**src/rtl/div_unit_if.sv**
```systemverilog
// Request/response bundle between the EXE-stage pipeline and the iterative divider.
// The pipeline drives the request side through the master modport.
interface div_unit_if #(
    parameter int unsigned XLEN = 32
) ();
    logic            start;
    logic [1:0]      op;
    logic [XLEN-1:0] a;
    logic [XLEN-1:0] b;
    logic            cancel;
    logic [XLEN-1:0] r;
    logic            busy;
    logic            ready;

    modport master (
        output start, op, a, b, cancel,
        input  r, busy, ready
    );

    modport slave (
        input  start, op, a, b, cancel,
        output r, busy, ready
    );
endinterface

```
**src/rtl/div_unit.sv**
```systemverilog
// Radix-2 restoring divider for RV32M DIV/DIVU/REM/REMU with a fixed XLEN-cycle CALC phase.
// Signed ops divide magnitudes and fix the signs up when the result is loaded.
module div_unit #(
    parameter int unsigned XLEN = 32
) (
    input logic      clk,
    input logic      clrn,
    div_unit_if.slave bus
);
    localparam int unsigned CntW = $clog2(XLEN);

    typedef enum logic [1:0] {StIdle, StCalc, StDone} state_e;

    state_e          state_q;
    logic [CntW-1:0] count_q;
    logic [XLEN-1:0] rem_q;
    logic [XLEN-1:0] dvd_q;
    logic [XLEN-1:0] dvs_q;
    logic [XLEN-1:0] r_q;
    logic            rem_op_q;
    logic            q_neg_q;
    logic            r_neg_q;
    logic            div0_q;
    logic            busy_q;
    logic            ready_q;

    logic            signed_op;
    logic            sa;
    logic            sb;
    logic [XLEN-1:0] a_mag;
    logic [XLEN-1:0] b_mag;
    logic [XLEN:0]   rem_ext;
    logic [XLEN:0]   diff;
    logic            ge;
    logic [XLEN-1:0] rem_d;
    logic [XLEN-1:0] dvd_d;
    logic [XLEN-1:0] quo_fix;
    logic [XLEN-1:0] rem_fix;
    logic [XLEN-1:0] result_d;

    // Operand conditioning for the request being sampled in IDLE.
    always_comb begin
        signed_op = ~bus.op[0];
        sa        = signed_op & bus.a[XLEN-1];
        sb        = signed_op & bus.b[XLEN-1];
        a_mag     = sa ? (~bus.a + XLEN'(1)) : bus.a;
        b_mag     = sb ? (~bus.b + XLEN'(1)) : bus.b;
    end

    // One restoring step; the partial remainder is one bit wider so unsigned divisors
    // with the MSB set compare correctly after the shift.
    always_comb begin
        rem_ext = {rem_q, dvd_q[XLEN-1]};
        diff    = rem_ext - {1'b0, dvs_q};
        ge      = ~diff[XLEN];
        rem_d   = ge ? diff[XLEN-1:0] : rem_ext[XLEN-1:0];
        dvd_d   = {dvd_q[XLEN-2:0], ge};
    end

    // Final sign fix-up. Divide-by-zero on the remainder path and the signed overflow case
    // fall out of the magnitude arithmetic; only the divide-by-zero quotient needs forcing.
    always_comb begin
        quo_fix  = q_neg_q ? (~dvd_d + XLEN'(1)) : dvd_d;
        rem_fix  = r_neg_q ? (~rem_d + XLEN'(1)) : rem_d;
        result_d = quo_fix;
        if (rem_op_q) begin
            result_d = rem_fix;
        end else if (div0_q) begin
            result_d = '1;
        end
    end

    always_ff @(posedge clk) begin
        if (!clrn) begin
            state_q  <= StIdle;
            count_q  <= '0;
            rem_q    <= '0;
            dvd_q    <= '0;
            dvs_q    <= '0;
            r_q      <= '0;
            rem_op_q <= 1'b0;
            q_neg_q  <= 1'b0;
            r_neg_q  <= 1'b0;
            div0_q   <= 1'b0;
            busy_q   <= 1'b0;
            ready_q  <= 1'b0;
        end else begin
            unique case (state_q)
                StIdle: begin
                    ready_q <= 1'b0;
                    if (bus.start) begin
                        state_q  <= StCalc;
                        count_q  <= '0;
                        rem_q    <= '0;
                        dvd_q    <= a_mag;
                        dvs_q    <= b_mag;
                        rem_op_q <= bus.op[1];
                        q_neg_q  <= sa ^ sb;
                        r_neg_q  <= sa;
                        div0_q   <= (bus.b == '0);
                        busy_q   <= 1'b1;
                    end
                end
                StCalc: begin
                    if (bus.cancel) begin
                        state_q <= StIdle;
                        busy_q  <= 1'b0;
                        ready_q <= 1'b0;
                    end else begin
                        rem_q   <= rem_d;
                        dvd_q   <= dvd_d;
                        count_q <= count_q + CntW'(1);
                        if (count_q == CntW'(XLEN - 1)) begin
                            state_q <= StDone;
                            r_q     <= result_d;
                            ready_q <= 1'b1;
                        end
                    end
                end
                StDone: begin
                    // Cancel here also lands in IDLE; r has already been loaded.
                    state_q <= StIdle;
                    busy_q  <= 1'b0;
                    ready_q <= 1'b0;
                end
                default: begin
                    state_q <= StIdle;
                    busy_q  <= 1'b0;
                    ready_q <= 1'b0;
                end
            endcase
        end
    end

    assign bus.r     = r_q;
    assign bus.busy  = busy_q;
    assign bus.ready = ready_q;
endmodule

```
**src/flat_wrapper.sv**
```systemverilog
// flat-port wrapper written by rule: the top's interface ports become plain ports
module div_unit_flat 
#(
    parameter int unsigned XLEN = 32
)
  (clk, clrn, bus_start, bus_op, bus_a, bus_b, bus_cancel, bus_r, bus_busy, bus_ready);
  div_unit_if #(.XLEN(XLEN)) bus_i ();
  input logic clk;
  input logic clrn;
  input wire logic [$bits(bus_i.start)-1:0] bus_start;
  input wire logic [$bits(bus_i.op)-1:0] bus_op;
  input wire logic [$bits(bus_i.a)-1:0] bus_a;
  input wire logic [$bits(bus_i.b)-1:0] bus_b;
  input wire logic [$bits(bus_i.cancel)-1:0] bus_cancel;
  output wire logic [$bits(bus_i.r)-1:0] bus_r;
  output wire logic [$bits(bus_i.busy)-1:0] bus_busy;
  output wire logic [$bits(bus_i.ready)-1:0] bus_ready;
  assign bus_i.start = bus_start;
  assign bus_i.op = bus_op;
  assign bus_i.a = bus_a;
  assign bus_i.b = bus_b;
  assign bus_i.cancel = bus_cancel;
  assign bus_r = bus_i.r;
  assign bus_busy = bus_i.busy;
  assign bus_ready = bus_i.ready;
  div_unit #(.XLEN(XLEN)) u_core (.clk(clk), .clrn(clrn), .bus(bus_i));
endmodule
```
**config.mk**
```make
export PLATFORM = sky130hd
export DESIGN_NAME = div_unit_flat
export DESIGN_NICKNAME = d
export VERILOG_FILES = /design/src/rtl/div_unit_if.sv /design/src/rtl/div_unit.sv /design/src/flat_wrapper.sv
export SDC_FILE = /design/constraint.sdc
export NUM_CORES = 1
export LEC_CHECK = 0
export BUFFER_PORTS_ARGS = -buffer_cell sky130_fd_sc_hd__buf_4
export CAP_MARGIN = 20
export CORE_MARGIN = 2
export CORE_UTILIZATION = 50
export CTS_BUF_LIST = sky130_fd_sc_hd__clkbuf_4
export CTS_CLUSTER_SIZE = 8
export DETAILED_ROUTE_END_ITERATION = 7
export GPL_ROUTABILITY_DRIVEN = 0
export GPL_TIMING_DRIVEN = 0
export HOLD_SLACK_MARGIN = 0.02
export PLACE_DENSITY = 0.7
export SYNTH_ARGS = -nofsm -noshare
export SYNTH_HDL_FRONTEND = slang
export SYNTH_SLANG_ARGS = --single-unit
```
**constraint.sdc**
```tcl
create_clock -name clk -period 5.46 [get_ports clk]
set_clock_uncertainty 0.05 [all_clocks]
set_input_delay 0.819 -clock clk [delete_from_list [all_inputs] [get_ports clk]]
set_output_delay 0.819 -clock clk [all_outputs]
set_load 0.1 [all_outputs]
```
; Word level (Yosys, flattened, before mapping)
; Index checks and enable logic that the tools add are counted.
[classes]
addsub = 6
eq_ne = 6
n_mux = 23
bitwise = 12
n_reduce_logical = 9
[op_table]
columns = cell, count
row1 = $mux 32, 11
row2 = $add 32x1->32 const B, 4
row3 = $not 32->32, 4
row4 = $pmux 32 s2, 2
row5 = $sub 33x32->33, 1
row6 = $logic_not 32->1, 1
row7 = $mux 5, 2
row8 = $pmux 5 s2, 1
row9 = $mux 2, 3
row10 = $ne 2x2->1 const B, 3
row11 = $reduce_and 2->1, 3
row12 = $reduce_and 3->1, 2
row13 = $add 5x1->5 const B, 1
row14 = $eq 5x5->1 const B, 1
row15 = $not 1->1, 5
row16 = $pmux 2 s2, 1
row17 = $ne 3x2->1 const B, 1
row18 = $reduce_or 3->1, 1
row19 = $and 1x1->1, 2
row20 = $eq 2x1->1 const B, 1
row21 = $logic_not 2->1, 1
row22 = $mux 1, 2
row23 = $pmux 1 s2, 1
row24 = $reduce_bool 2->1, 1
row25 = $xor 1x1->1, 1
[totals]
register_bits = 141
inputBits = 70
elab_cells = 68

; Longest topological paths before layout
[depth]
ltp_word = 7
ltp_mapped = 23
depth_no_buf = 20

; Worst setup path after synthesis
; OpenSTA, ideal clock, no wires.
[synth_path]
path_kind = register to register
start = register u_core.dvd_q[31]
end = register u_core.r_q[30], in the netlist u_core.bus.r[30]
setup_time_ns = 0.118
arrival_time_ns = 4.483
t_required_ns = 5.292
path_slack_ns = 0.810
path_stages_with_launch = 23
path_buffers = 3
period_less_slack_ns = 4.650
path_cell_list = dfxtp_1 inv_1 ha_1 fa_1 nand2b_1 a211oi_4 o211a_1 o211ai_1 o211a_1 buf_6 inv_4 buf_4 clkbuf_1 nor2_1 a21oi_1 ha_1 nand3_1 or2_2 or4_1 a21o_1 or2_1 mux2i_1 a22o_1
[synth_via]
elab_chain_cells = 7
[synth_lines]
columns = element, line_no
row1 = start: declaration, div_unit.sv:17  ; logic [XLEN-1:0] dvd_q;
row2 = start signal: assignment, div_unit.sv:95  ; dvd_q <= a_mag;
row3 = start signal: assignment, div_unit.sv:111  ; dvd_q <= dvd_d;
row4 = $sub 33x32->33, div_unit.sv:54  ; diff = rem_ext - {1'b0, dvs_q};
row5 = $not 1->1, div_unit.sv:55  ; ge = ~diff[XLEN];
row6 = $not 32->32, div_unit.sv:63  ; quo_fix = q_neg_q ? (~dvd_d + XLEN'(1)) : dvd_d;
row7 = $add 32x1->32, div_unit.sv:63
row8 = $mux 32, div_unit.sv:63
row9 = $mux 32, div_unit.sv:68  ; end else if (div0_q) begin
row10 = $mux 32 *, div_unit.sv:66  ; if (rem_op_q) begin
row11 = end signal: assignment, div_unit.sv:115  ; r_q <= result_d;
row12 = end: declaration, div_unit.sv:19  ; logic [XLEN-1:0] r_q;
; Mark *: on every way between the ends. The rest lies on a longest branch, timed or not.
; A chain may end at the register's enable or synchronous reset.

; Worst setup path after layout
; Same ends and word-level chain as after synthesis.

==> results.yml <==
worst_setup_path:
  r2r-start: "u_core.dvd_q[31]$_SDFFE_PN0P_"
  path_cells: "inv_1, ha_1, fa_1, nand2b_1, a211oi_4, o211a_4, o211ai_1, o211a_1, buf_6, inv_4, buf_6, nor2_1, a21oi_2, ha_2, nand3_1, or2_2, or4_1, a21o_1, or2_1, mux2i_1, a22o_1"
  r2r-end: "u_core.bus.r[30]$_SDFFE_PN0P_"
  cp.required_ps: 5880
  crit_family: "simple AND/OR/NAND/NOR gates"
  endpoint_kind: "flip-flop"
  cp_max_fo: 16
  crit_slowest_cell: "dfxtp_1"
  max_stage_delay_ps: 420
  crit_type: "reg2reg"
  r2r_setup_slack_ps: 300
  cp.arrival_ps: 5580
  crit_buf_inv: 4
  worst-r2r-cell-count: 21
  cp-start-kind: "flip-flop"
  cp_common_cell: "buf_6"
cells_and_area:
  syn2layout_area_growth_pct: 13.5
  drive_gt1_share_pct: 11.8
  nets: 1687
  fillers: 2089
  final_cell_area_um2: 12500
logic_synthesis:
  synth-seq-area-share_pct: 25.6
  ys_types: 77
  synth_top_area_cell: "dfxtp_1"
  syn-instance-count: 1456
  synth.top_cells.by_count: "nand2_1, dfxtp_1, nor2_1"
  synth-async-reset-ratio_pct: 0
  synth-edff-count: 0
  yosysWarnings: 0
  synth.net_count: 1565
  syn_avg_cell_area_um2: 7.57
  synth_top_area_share_pct: 25.6
  ys.flop_type: "dfxtp_1"
  ys_top_cells_by_area: "dfxtp_1, nand2_1, xnor2_1, xor2_1, o21ai_0"
  ys_ff_latch: 141
  netlist_area_um2: 11000
  yosysMostFrequentCell: "nand2_1"
routing:
  drc: 0
  vias: 11600
  postRouteAntennaNets: 0
  drt-pass1-iter-count: 8
  post_drt_wl_per_cell_um: 19.6
  routed_wl_mm: 36.8
  drtIter0Drc: 1484
  viasPerCell: 6.20
pwr:
  swShare_pct: 35.7
  switchingPower_mw: 0.928
  powerDensity_nw_per_um2: 208
  p_leak_nw: 5.19
  p_comb_share_pct: 27.4
  intPower_mw: 1.67
  clkPwrFrac_pct: 29.3
  peakVddDrop_mv: 0.144
  p_seq_share_pct: 43.3
placement:
  dpl_cell_area_um2: 12100
  post-place-ws_ps: -540
  port_buffers: 102
  dpl.hpwl_mm: 29.1
global_route:
  first_global_vias: 10700
  grt-ovfl-total: 0
  grt_pass1_wl_mm: 58.2
  antenna_found_initial: 2
  grt_max_degree: 17
  grt_usage_pct: 31.2
die:
  dieArea_um2: 23200
  die_y_um: 152
  ioPinCount: 104
  rows: 54
  fp.coreArea_um2: 21800
  die_w_um: 152
  start_util_pct: 50.6
clock_network:
  cts-htree-levels: 4
  hold_buffers: 0
  cts.sinks: 141
  cts-buffers-inserted: 17
  cts_root_buf: "clkbuf_4"
  cts_tree: "done"
  clock_latency_ps: 580
  ctsLongestPathBuffers: 2
  path_clk_slew_ps: 140
hold_path:
  min-delay-path-class: "reg2reg"
  min_from: "u_core.bus.r[6]$_SDFFE_PN0P_"
  hold-path-cell-count: 1
  hold_end: "u_core.bus.r[6]$_SDFFE_PN0P_"
sta:
  rsz0062_at_grt: "false"
  worst_pin_slew_ps: 927
  maxSlewViolCount: 0
  setup_ws_ps: 304
  timing.final.crit_share_pct: 94.4
  hold_viol_final: 0
  maxSlewHeadroom_pct: 37.7
  timing.fmax_mhz: 194
  period_needed_ps: 5160
  setup_viol: 0
status:
  status: "complete, no violations"
flow_run:
  cap_violations: 0
[worst max-delay path by stage]
stage	start	endpoint	slack, ps	cells after the start
6_report	u_core.dvd_q[31]$_SDFFE_PN0P_	u_core.bus.r[30]$_SDFFE_PN0P_	300	21
3_3_place_gp	u_core.dvd_q[31]$_SDFFE_PN0P_	u_core.bus.r[22]$_SDFFE_PN0P_	-470	22
2_1_floorplan	u_core.dvd_q[31]$_SDFFE_PN0P_	u_core.bus.r[30]$_SDFFE_PN0P_	810	22
4_1_cts	u_core.dvd_q[31]$_SDFFE_PN0P_	u_core.bus.r[22]$_SDFFE_PN0P_	4	23
5_1_grt	u_core.dvd_q[31]$_SDFFE_PN0P_	u_core.bus.r[30]$_SDFFE_PN0P_	80	21
3_5_place_dp	u_core.dvd_q[31]$_SDFFE_PN0P_	u_core.bus.r[22]$_SDFFE_PN0P_	-540	22
[logic make-up (layout without fill, tap and decap cells)]
logic type / count (synthesis) / in the layout / synth area share, %
AOI/OAI and AO/OA: 448 / 448 / 27.4
other: 0 / 1 / 0
xor gates and xnor gates: 130 / 130 / 10.3
and+or+nand+nor: 523 / 523 / 23.8
DFF: 141 / 141 / 25.6
muxes: 30 / 30 / 2.91
buffers and inverters: 145 / 280 / 5.43
adders and majority gates: 39 / 39 / 4.50
[metal layers]
layer	global-route usage (%)	vias to the layer above	part of all wire [%]
met4	12.9	3	4.4
met2	47.4	563	43
met1	43.6	5426	44
met5	0	-	0.090
li1	-	5531	-
met3	6.00	85	8.7
[registers in the layout (all words and copies together), names as in the netlist, 2 cells and up]
name,flops
u_core.count_q,5
u_core.bus.r,32
u_core.state_q,2
u_core.rem_q,32
u_core.dvs_q,32
u_core.dvd_q,32
[cell type report]
class | instances | area (um^2) | share of cell area, %
multi-input combinational | 1170 | 7640 | 61.1
timing repair buffer | 104 | 786 | 6.28
inverter | 53 | 201 | 1.61
antenna | 1 | 2.50 | 0.0200
buffer | 91 | 403 | 3.22
clock buffer | 19 | 143 | 1.14
clock inverter | 13 | 163 | 1.30
sequential | 141 | 2820 | 22.6
tap | 280 | 350 | 2.80
[what timing repair did]
action | in CTS | in global routing
hold endpoints to repair | 0 | 0
pin swaps | 0 | 3
gates resized for setup | 3 | 12
endpoints found under the setup margin | 11 | 12
gates cloned | 0 | 0
buffers inserted | 0 | 1
[stage by stage]
stage	setup TNS (ps)	hold slack [ps]	util [%]	power, mW	std cells
floorplan	0	391	-	1.60	1456
global placement	-2510	392	55.8	1.82	1838
detailed placement	-3300	391	55.8	1.83	1838
CTS	0	423	57.3	2.58	1870
global route	0	444	57.5	2.72	1872
finish	0	419	57.5	2.60	1872
[power by group through the flow]
stage / Combinational [mW] / Sequential, mW / Clock [mW]
2_1_floorplan: 0.474 / 1.13 / 0
3_3_place_gp: 0.674 / 1.14 / 0
3_5_place_dp: 0.684 / 1.15 / 0
4_1_cts: 0.691 / 1.12 / 0.763
5_1_grt: 0.778 / 1.13 / 0.814
6_report: 0.711 / 1.12 / 0.762
[cell usage in the layout (no fill, tap or decap), types with 28 or more instances in the layout]
cell,netlist,final
o211a_1,32,31
and2_1,38,38
nor3_1,37,37
ha_1,38,37
buf_4,2,104
a21oi_1,101,99
xor2_1,65,65
nor2b_1,50,50
o21ai_0,105,105
a211oi_1,28,28
clkbuf_1,71,70
xnor2_1,65,65
dfxtp_1,141,141
inv_1,51,51
nor2_1,107,107
nand2_1,156,156
Power figures use the tool's default switching activity.
